$ cat src/rtl/train_sequencer.sv
// ---------------------------------------------------------------------------
// train_sequencer
//   Top-level scheduler for the Q8.8 two-layer network. For each sample it
//   steps the neurons through load, forward hidden, forward output, backprop
//   output and backprop hidden, then advances the sample address and, at the
//   end of a pass, the epoch counter. Validate mode runs one forward-only pass.
//
// Ports
//   clk, rst      rising-edge clock, asynchronous active-high reset
//   start         launch a run (sampled in IDLE only)
//   mode          0 = train, 1 = validate (latched at start)
//   epochs        epoch count for a train run (latched at start)
//   abort         synchronous cancel of the current run
//   ld            one-cycle sample-load strobe
//   addr          sample index being processed
//   FPH/FPO       forward-pass strobes, hidden / output layer
//   BPO/BPH       backprop strobes, output / hidden layer
//   busy          high in every state except IDLE
//   done          one-cycle pulse when a run completes
//   epoch_cnt     epochs completed in the current run
//   sample_cnt    mirror of addr
// ---------------------------------------------------------------------------
module train_sequencer #(
    parameter int NSAMP   = 4,
    parameter int AW      = 2,
    parameter int EPW     = 8,
    parameter int FPH_CYC = 2,
    parameter int FPO_CYC = 2,
    parameter int BPO_CYC = 2,
    parameter int BPH_CYC = 2
) (
    input  logic           clk,
    input  logic           rst,
    input  logic           start,
    input  logic           mode,
    input  logic [EPW-1:0] epochs,
    input  logic           abort,
    output logic           ld,
    output logic [AW-1:0]  addr,
    output logic           FPH,
    output logic           FPO,
    output logic           BPO,
    output logic           BPH,
    output logic           busy,
    output logic           done,
    output logic [EPW-1:0] epoch_cnt,
    output logic [AW-1:0]  sample_cnt
);

    localparam int MAXC01 = (FPH_CYC > FPO_CYC) ? FPH_CYC : FPO_CYC;
    localparam int MAXC23 = (BPO_CYC > BPH_CYC) ? BPO_CYC : BPH_CYC;
    localparam int MAXC   = (MAXC01 > MAXC23) ? MAXC01 : MAXC23;
    localparam int PW     = (MAXC < 2) ? 1 : $clog2(MAXC);

    localparam logic [PW-1:0] FPH_RL   = PW'(FPH_CYC - 1);
    localparam logic [PW-1:0] FPO_RL   = PW'(FPO_CYC - 1);
    localparam logic [PW-1:0] BPO_RL   = PW'(BPO_CYC - 1);
    localparam logic [PW-1:0] BPH_RL   = PW'(BPH_CYC - 1);
    localparam logic [AW-1:0] LAST_ADR = AW'(NSAMP - 1);

    typedef enum logic [2:0] {
        IDLE, LOAD, P_FPH, P_FPO, P_BPO, P_BPH, NEXT, DONE
    } state_t;

    state_t         state, state_n;
    logic [PW-1:0]  phase, phase_n;
    logic           mode_q, mode_n;
    logic [EPW-1:0] epochs_q, epochs_n;
    logic [AW-1:0]  addr_n;
    logic [EPW-1:0] epoch_n, epoch_inc;
    logic           ld_n, fph_n, fpo_n, bpo_n, bph_n, busy_n, done_n;

    assign sample_cnt = addr;
    assign epoch_inc  = epoch_cnt + 1'b1;

    always_comb begin
        state_n  = state;
        phase_n  = phase;
        mode_n   = mode_q;
        epochs_n = epochs_q;
        addr_n   = addr;
        epoch_n  = epoch_cnt;

        case (state)
            IDLE: begin
                if (start && !abort) begin
                    mode_n   = mode;
                    epochs_n = epochs;
                    addr_n   = '0;
                    epoch_n  = '0;
                    state_n  = (!mode && epochs == '0) ? DONE : LOAD;
                end
            end
            LOAD: begin
                state_n = P_FPH;
                phase_n = FPH_RL;
            end
            P_FPH: begin
                if (phase == '0) begin
                    state_n = P_FPO;
                    phase_n = FPO_RL;
                end else begin
                    phase_n = phase - 1'b1;
                end
            end
            P_FPO: begin
                if (phase == '0) begin
                    if (mode_q) begin
                        state_n = NEXT;
                    end else begin
                        state_n = P_BPO;
                        phase_n = BPO_RL;
                    end
                end else begin
                    phase_n = phase - 1'b1;
                end
            end
            P_BPO: begin
                if (phase == '0) begin
                    state_n = P_BPH;
                    phase_n = BPH_RL;
                end else begin
                    phase_n = phase - 1'b1;
                end
            end
            P_BPH: begin
                if (phase == '0) begin
                    state_n = NEXT;
                end else begin
                    phase_n = phase - 1'b1;
                end
            end
            NEXT: begin
                if (addr == LAST_ADR) begin
                    addr_n  = '0;
                    epoch_n = epoch_inc;
                    state_n = (mode_q || epoch_inc == epochs_q) ? DONE : LOAD;
                end else begin
                    addr_n  = addr + 1'b1;
                    state_n = LOAD;
                end
            end
            DONE: begin
                state_n = IDLE;
            end
            default: begin
                state_n = IDLE;
            end
        endcase

        // Abort overrides every transition; counters keep their current values.
        if (abort && state != IDLE) begin
            state_n = IDLE;
            phase_n = phase;
            addr_n  = addr;
            epoch_n = epoch_cnt;
        end

        // Outputs are decoded from the next state so they register alongside it.
        ld_n   = (state_n == LOAD);
        fph_n  = (state_n == P_FPH);
        fpo_n  = (state_n == P_FPO);
        bpo_n  = (state_n == P_BPO);
        bph_n  = (state_n == P_BPH);
        busy_n = (state_n != IDLE);
        done_n = (state_n == DONE);
    end

    always_ff @(posedge clk or posedge rst) begin
        if (rst) begin
            state     <= IDLE;
            phase     <= '0;
            mode_q    <= 1'b0;
            epochs_q  <= '0;
            addr      <= '0;
            epoch_cnt <= '0;
            ld        <= 1'b0;
            FPH       <= 1'b0;
            FPO       <= 1'b0;
            BPO       <= 1'b0;
            BPH       <= 1'b0;
            busy      <= 1'b0;
            done      <= 1'b0;
        end else begin
            state     <= state_n;
            phase     <= phase_n;
            mode_q    <= mode_n;
            epochs_q  <= epochs_n;
            addr      <= addr_n;
            epoch_cnt <= epoch_n;
            ld        <= ld_n;
            FPH       <= fph_n;
            FPO       <= fpo_n;
            BPO       <= bpo_n;
            BPH       <= bph_n;
            busy      <= busy_n;
            done      <= done_n;
        end
    end

endmodule

$ cat config.mk
export PLATFORM = sky130hd
export DESIGN_NAME = train_sequencer
export DESIGN_NICKNAME = d
export VERILOG_FILES = /design/src/rtl/train_sequencer.sv
export SDC_FILE = /design/constraint.sdc
export NUM_CORES = 1
export LEC_CHECK = 0
export ABC_AREA = 1
export CAP_MARGIN = 25
export CORE_AREA = 2 2 78 80
export CTS_CLUSTER_DIAMETER = 40
export DETAILED_ROUTE_END_ITERATION = 7
export DIE_AREA = 0 0 80 82
export PLACE_DENSITY = 0.62
export SLEW_MARGIN = 20
export SYNTH_ARGS = -nofsm -noshare
export SYNTH_HDL_FRONTEND = slang
export SYNTH_SLANG_ARGS = --single-unit
$ cat constraint.sdc
create_clock -name clk -period 1.73 [get_ports clk]
set_input_delay 0.173 -clock clk [delete_from_list [all_inputs] [get_ports clk]]
set_output_delay 0.173 -clock clk [all_outputs]
set_load 0.005 [all_outputs]
# ---- Word level (Yosys, flattened, before mapping)
# Cells that the tools add are included.
dict set report totals {
  reg_bits 30
  latchBits 0
  ram_bits 0
  mem_bits_ro 0
  in_bits 13
  output_inout_bits 19
  wordCells 73
  mem_count 0
}
dict set report classes {
  n_addsub 3
  multipliers 0
  div_mod_pow 0
  order_cmp 0
  n_eq_ne 17
  shifts 0
  mux 22
  n_bitwise 1
  n_reduce_logical 17
}
# cell count
set ops {}
lappend ops {{$mux W3} 9}
lappend ops {{$pmux W3 S8} 1}
lappend ops {{$eq A3 B3 Y1 const B} 7}
lappend ops {{$mux W8} 2}
lappend ops {{$pmux W8 S2} 1}
lappend ops {{$eq A3 B2 Y1 const B} 4}
lappend ops {{$add A8 B1 Y8 const B} 1}
lappend ops {{$eq A8 B8 Y1} 1}
lappend ops {{$logic_not A8 Y1} 1}
lappend ops {{$eq A3 B1 Y1 const B} 2}
lappend ops {{$mux W2} 3}
lappend ops {{$reduce_bool A3 Y1} 2}
lappend ops {{$mux W1} 4}
lappend ops {{$ne A2 B2 Y1 const B} 2}
lappend ops {{$pmux W1 S4} 1}
lappend ops {{$pmux W2 S2} 1}
lappend ops {{$reduce_and A2 Y1} 2}
lappend ops {{$reduce_and A4 Y1} 1}
lappend ops {{$reduce_bool A4 Y1} 1}
lappend ops {{$logic_and A1 B1 Y1} 3}
lappend ops {{$logic_not A3 Y1} 1}
lappend ops {{$reduce_and A3 Y1} 1}
lappend ops {{$add A2 B1 Y2 const B} 1}
lappend ops {{$eq A2 B2 Y1 const B} 1}
lappend ops {{other kinds (6)} 7}

# ---- Logic depth before layout (Yosys ltp)
# Gate-level depths: netlist (run 1).
dict set report depth {
  word_depth 8
  depth_mapped 15
  depth_no_buf 15
}

# ---- Worst setup path before layout (run 1)
# No wires, ideal clock.
dict set report synth_path {
  path_type {register to register}
  start {register epoch_cnt[0]}
  end {register FPO}
  setup_time_ps 118
  t_arrival_ps 1579
  required_ps 1612
  setup_slack_ps 33
  path_stages_with_launch 15
  path_buffers 0
  synth_period_minus_slack_ps 1697
  path_cell_list {dfrtp_1 > ha_1 > nand2_1 > nor2_4 > nand3_1 > nand3_1 > nand2_1 > nor2_1 > nand3_1 > nand2_1 > nand2_2 > nand3_1 > nand2_2 > inv_2 > nor2_1}
}
dict set report synth_between {
  elab_chain_cells 8
}
# item line_no
set synth_rtl {}
lappend synth_rtl {{start: declaration} 46} ;# output logic [EPW-1:0] epoch_cnt,
lappend synth_rtl {{start signal: assignment} 190} ;# epoch_cnt <= epoch_n;
lappend synth_rtl {{$add A8 B1 Y8} 74} ;# assign epoch_inc = epoch_cnt + 1'b1;
lappend synth_rtl {{$eq A8 B8 Y1} 137} ;# state_n = (mode_q || epoch_inc == epochs_q) ? DONE : LOAD;
lappend synth_rtl {{$logic_or A1 B1 Y1} 137}
lappend synth_rtl {{$mux W3} 137}
lappend synth_rtl {{$mux W3} 134} ;# if (addr == LAST_ADR) begin
lappend synth_rtl {{$pmux W3 S8} 84} ;# case (state)
lappend synth_rtl {{$mux W3} 152} ;# if (abort && state != IDLE) begin
lappend synth_rtl {{named net state_n[2]} 65} ;# state_t state, state_n;
lappend synth_rtl {{$eq A3 B2 Y1} 162} ;# fpo_n = (state_n == P_FPO);
lappend synth_rtl {{named net fpo_n} 71} ;# logic ld_n, fph_n, fpo_n, bpo_n, bph_n, busy_n, done_n;
lappend synth_rtl {{end signal: assignment} 193} ;# FPO <= fpo_n;
lappend synth_rtl {{end: declaration} 41} ;# output logic FPO,
# The timed path passes the listed nets, and every way through them passes these cells.
# A chain may end at the register's enable or synchronous reset.

# ---- Final worst setup path (run 1)
dict set report layout_path {
  start {register epoch_cnt[1]}
  end {register ld}
}
dict set report layout_between {
  elab_chain_cells 8
}
# item line_no
set layout_rtl {}
lappend layout_rtl {{$add A8 B1 Y8} 74}
lappend layout_rtl {{$eq A8 B8 Y1} 137}
lappend layout_rtl {{$logic_or A1 B1 Y1} 137}
lappend layout_rtl {{$mux W3} 137}
lappend layout_rtl {{$mux W3} 134}
lappend layout_rtl {{$pmux W3 S8} 84}
lappend layout_rtl {{$mux W3} 152}
lappend layout_rtl {{$eq A3 B1 Y1} 160} ;# ld_n = (state_n == LOAD);
lappend layout_rtl {{named net ld_n} 71}
lappend layout_rtl {{end signal: assignment} 191} ;# ld <= ld_n;
lappend layout_rtl {{end: declaration} 38} ;# output logic ld,
# The timed path passes the listed nets, and every way through them passes these cells.

==> results of run 1 <==
==> critical path, stage by stage (launching register included) <==
cell     delay [ns]
dfrtp_1        0.42
ha_4           0.29
inv_2          0.03
nand2_1        0.04
nand2_1        0.05
nor2_1         0.12
nand3_1        0.09
nor2_1         0.09
nand3_1        0.09
nand2_1        0.07
nand2_2        0.07
nand2_2        0.10
nand2_4        0.06
nand2_2        0.08
nor2_1         0.04
==> final timing paths <==
check,startpoint,cells after the start,slack (ns),end
min reg2reg,epochs_q[0],2,0.50,epochs_q[0]
max in group asynchronous,rst,3,1.15,epoch_cnt[2]
max,epoch_cnt[1],14,-0.03,ld
max reg2reg,epoch_cnt[1],14,-0.03,ld
min,rst,3,0.27,BPO
min in group clk,epochs[0],3,0.45,epochs_q[0]
==> power breakdown <==
group	internal (mW)	leakage, nW	switching, mW
Sequential	0.892	0.390	0.120
Clock	0.320	0.0482	0.263
Combinational	0.471	0.658	0.539
==> through the flow <==
step           setup WS (ns)  cell area (um^2)
2_1_floorplan         0.0331              1650
3_3_place_gp         -0.0830              2160
3_5_place_dp         -0.0774              2160
4_1_cts              -0.0139              2300
5_1_grt               -0.166              2380
6_report             -0.0312              2380
==> metal layers <==
metal / vias to the layer above / wire (um)
li1: 792 / -
met1: 707 / 1900
met2: 30 / 1880
met3: 6 / 167
met4: 0 / 66
met5: - / 0
==> cell usage after synthesis <==
cell       n  area, um^2
nand3_1   25         125
xor2_1     2        17.5
nand2_2    5        31.3
ha_1       2        25.0
nor2_2     2        12.5
nor2_4     2        22.5
o21bai_1   1        7.51
inv_1     33         124
nor2_1    19        71.3
o22ai_1    6        37.5
o32ai_1    1        8.76
dfrtp_1   30         751
xnor3_1    1        22.5
buf_4      2        15.0
o22a_1     1        8.76
nand4_1    4        25.0
a21oi_4    1        16.3
a21oi_1    1        5.00
nor4_1     1        6.26
nand2_1   55         206
nor3_1     2        10.0
clkbuf_1   1        3.75
inv_2      4        15.0
xnor2_1    1        8.76
o21ai_0   14        70.1
==> state kept, by name (all words and copies together) (netlist names) <==
register,cells
ld,1
phase,1
BPO,1
done,1
epoch_cnt,8
mode_q,1
state,3
BPH,1
busy,1
addr,2
epochs_q,8
FPO,1
FPH,1
==> kinds of logic (layout without fill, tap and decap cells) <==
kind of cell               after synthesis  count (layout)
adders and majority gates                2               2
xor gates and xnor gates                 4               4
DFF                                     30              30
and+or+nand+nor                        115             115
buffers and inverters                   40              94
AOI/OAI and AO/OA                       25              25
==> cell type report <==
class / count / area [um^2]
fill: 572 / 3360
multi-input combinational: 146 / 848
sequential: 30 / 753
timing repair buffer: 49 / 453
inverter: 37 / 144
tap: 75 / 93.8
clock buffer: 7 / 86.3
clock inverter: 1 / 5.00
==> what timing repair did <==
| item | CTS | global route |
|---|---|---|
| cloned | 0 | 0 |
| resized for setup | 13 | 21 |
| endpoints found under the hold margin | 0 | 0 |
| buffers inserted | 0 | 1 |
| pin swaps | 5 | 3 |
| endpoints found under the setup margin | 7 | 12 |
==> results.yml, run 1 <==
place:
  placedCellCount: 336
  place.gp.congestion: 0.838
  port_buffers: 31
  dp_hpwl_mm: 3.00
power_and_ir_drop:
  power_mw: 2.61
  power_density_nw_per_um2: 1090
  p_leak_nw: 1.10
  vdd_ir_drop_max_mv: 0.507
timing:
  period_needed_ns: 1.76
  finalMaxSlewViolations: 0
  totalNegativeSetupSlack_ns: -0.133
  slew_headroom: 0.731
  worst_slack_ns: -0.0312
  holdWs_ns: 0.269
  tightest_slew_ns: 0.403
  hold_viol: 0
  setup_viol: 6
  finalCritPeriodShare: 1.02
  skew_ns: 0.00662
  rsz0062_at_grt: "true"
  max_freq_ghz: 0.568
detailed_routing:
  dr.pass1.iters: 4
  drt-vias-per-instance: 4.45
  antenna_left: 0
  wl_mm: 4.02
  drc_errors: 0
  wire_per_inst_um: 11.6
  vias: 1535
  drt_iter0_drc: 95
clock_tree:
  cts_num_sinks: 30
  cts_tree: "built"
  h-tree-depth: 2
  worst_skew_pair.late_latency_ns: 0.28
  ctsRootBufferMaster: "clkbuf_8"
  cts_buffer_depth: 2
  path_clk_slew_ns: 0.07
  holdBufCountCts: 0
  cts_buffers: 5
synth:
  syn-cell-area_um2: 1650
  synth-compound-area-share: 0.0935
  synth_warnings: 0
  yosys.area_share.simple: 0.310
  syn_avg_cell_area_um2: 7.62
  synth_seq_cells: 30
  synthAdderAreaFrac: 0.0152
  synth.distinct_cells: 25
  syn_nets: 231
  synthXorXnorAreaFrac: 0.0296
  synth_seq_area_share: 0.456
  syn_inst: 216
  synthMuxAreaShare: 0
  synth_top_family_by_area: "simple AND/OR/NAND/NOR gates"
global_routing:
  grtUsageMet3: 0.0286
  grt_overflow: 0
  grtUsageMet1: 0.169
  grt_max_degree: 31
  grt_usage: 0.129
  grt_pass1_wl_mm: 6.40
  grt_pass1_vias: 1375
  antenna_found_initial: 0
  use_met2: 0.202
  grt_busiest_layer: "met2"
outcome:
  status: "finished, violations left"
  violations: "negative setup slack"
cells_and_area:
  antenna_cells: 0
  fin_util: 0.415
  fin_nets: 284
  final_common_cell: "nand2_1"
  area_growth_pct: 44.8
  final_cell_mix: "nand2_1, inv_1, clkdlybuf4s50_1"
  layout-drive-gt1-share: 0.222
  layout.cells.non_filler: 345
worst_setup_path:
  path_max_fanout: 4
  cp-end-kind: "flop"
  startpoint_type: "flop"
  crit_type: "flop to flop"
  cp.required_ns: 1.90
  cp.arrival_ns: 1.93
floorplan:
  core_um2: 5750
  start_util: 0.287
  num_rows: 28
  io_pins: 32
  die_area_um2: 6560
  die_h_um: 82
  die_width_um: 80
hold_path:
  hp-class: "primary input to asynchronous set/reset pin"
run:
  cap_violations: 0
Power figures use the tool's default switching activity.
==> run 2, diff against run 1 <==
CORE_AREA = 2 2 64 96   (was 2 2 78 80)
DIE_AREA = 0 0 66 98   (was 0 0 80 82)
PLACE_DENSITY = 0.63   (was 0.62)
TNS_END_PERCENT = 5   (was unset)
==> results.yml, run 2 (synthesis results as in run 1) <==
cells_and_area:
  reg_top3: "epoch_cnt: 8 flops, epochs_q: 8 flops, state: 3 flops"
  finalInstanceArea_um2: 2400
  fin_nets: 286
  layout.cells.non_filler: 344
  antenna_cells: 0
  final_cell_mix: "nand2_1, inv_1, clkdlybuf4s50_1"
  fin_util: 0.421
  area_growth_pct: 45.6
  layout-drive-gt1-share: 0.239
  final_common_cell: "nand2_1"
detailed_routing:
  wire_per_inst_um: 12.8
  antenna_left: 0
  drt-vias-per-instance: 4.64
  dr.pass1.iters: 4
  wl_mm: 4.40
  vias: 1595
  drt_iter0_drc: 128
  drc_errors: 0
clock_tree:
  cts_tree: "built"
  worst_skew_pair.late_latency_ns: 0.27
  h-tree-depth: 2
  path_clk_slew_ns: 0.07
  cts_buffer_depth: 2
  ctsRootBufferMaster: "clkbuf_8"
  cts_num_sinks: 30
  holdBufCountCts: 0
  cts_buffers: 5
timing:
  setup_viol: 6
  slew_headroom: 0.668
  hold_viol: 0
  finalMaxSlewViolations: 0
  finalCritPeriodShare: 1.03
  max_freq_ghz: 0.562
  skew_ns: 0.00386
  period_needed_ns: 1.78
  worst_slack_ns: -0.0496
  tightest_slew_ns: 0.498
  rsz0062_at_grt: "true"
place:
  dp_hpwl_mm: 3.27
  port_buffers: 31
  placed_area_um2: 2160
  placedCellCount: 334
  place.gp.congestion: 0.831
power_and_ir_drop:
  power_mw: 2.64
  vdd_ir_drop_max_mv: 0.399
  power_density_nw_per_um2: 1100
  p_leak_nw: 1.11
global_routing:
  grt_overflow: 0
  grt_pass1_vias: 1598
  antenna_found_initial: 0
  grt_pass1_wl_mm: 7.25
  grt_max_degree: 31
  grt_usage: 0.145
floorplan:
  io_pins: 32
  core_um2: 5700
  die_h_um: 98
  die_area_um2: 6470
  start_util: 0.289
  die_width_um: 66
  num_rows: 34
worst_setup_path:
  reg2reg_depth: 14
  path_max_fanout: 4
  cp.arrival_ns: 1.95
  r2r-start: "epoch_cnt[0]"
  rrSetupSlack_ns: -0.05
  timing.rr.end: "BPH"
  cp.required_ns: 1.90
  startpoint_type: "flop"
  crit_type: "flop to flop"
  cp-end-kind: "flop"
outcome:
  status: "finished, violations left"
  violations: "negative setup slack"
run:
  cap_violations: 0
hold_path:
  hp-class: "primary input to asynchronous set/reset pin"
run 2: changes by cell type in the layout (fill, tap and decap cells not counted), moves of 2 or more:
cell     delta
buf_4       +2
nand2_4     +2
nor2_1      -3
nor2_2      +4
run 2: cell type report:
type / instances / area (um^2)
fillers: 606 / 3300
multi-input cells: 146 / 851
flip-flops and latches: 30 / 752
repair buffers: 51 / 468
inverters: 37 / 141
well taps: 72 / 90.1
clock buffers: 6 / 82.6
clock inverters: 2 / 12.5
run 2: worst max-delay path by stage:
stage                             from  end  cells after the start
after floorplan           epoch_cnt[0]  FPO                     14
after global placement       epochs[1]  BPH                      8
after detailed placement     epochs[0]  BPH                      8
after CTS                 epoch_cnt[1]  BPH                     14
after global routing      epoch_cnt[0]  BPO                     15
final                     epoch_cnt[0]  BPH                     14
run 2: power by group:
group	internal, mW	switching (mW)	leakage (nW)
Combinational	0.457	0.574	0.670
Sequential	0.892	0.121	0.392
Clock	0.320	0.275	0.0472
Total	1.67	0.970	1.11
run 2: metal layers:
| metal | GRT usage | part of all wire |
|---|---|---|
| met3 | 0.0300 | 0.033 |
| met4 | 0.0675 | 0.021 |
| met1 | 0.162 | 0.38 |
| met5 | 0 | 0 |
| met2 | 0.256 | 0.56 |
run 2: worst max-delay path, stage by stage (launching register included):
cell and delay, ns:
dfrtp_1 0.41, ha_4 0.20, nand2_4 0.07, nor2_4 0.15, nand3_1 0.08, nand3_1 0.09, nand2_1 0.05, nor2_1 0.09
nand3_1 0.08, nand2_1 0.08, nand2_2 0.08, nand2_4 0.10, nand2_4 0.07, nand2_4 0.08, nor2_2 0.03
run 2: timing repair:
action	in CTS	in global routing
gates resized for setup	14	21
setup endpoints to repair	7	20
gates cloned	0	0
setup buffers	1	1
pin swaps	12	8
hold endpoints to repair	0	0
run 2: per-stage QoR:
step | hold WS [ns] | setup WS [ns] | setup TNS, ns
2_1_floorplan | 0.264 | 0.0331 | 0
6_report | 0.283 | -0.0496 | -0.226
4_1_cts | 0.288 | -0.0155 | -0.0285
3_5_place_dp | 0.467 | -0.0676 | -0.240
3_3_place_gp | 0.467 | -0.0842 | -0.313
5_1_grt | 0.312 | -0.198 | -2.79
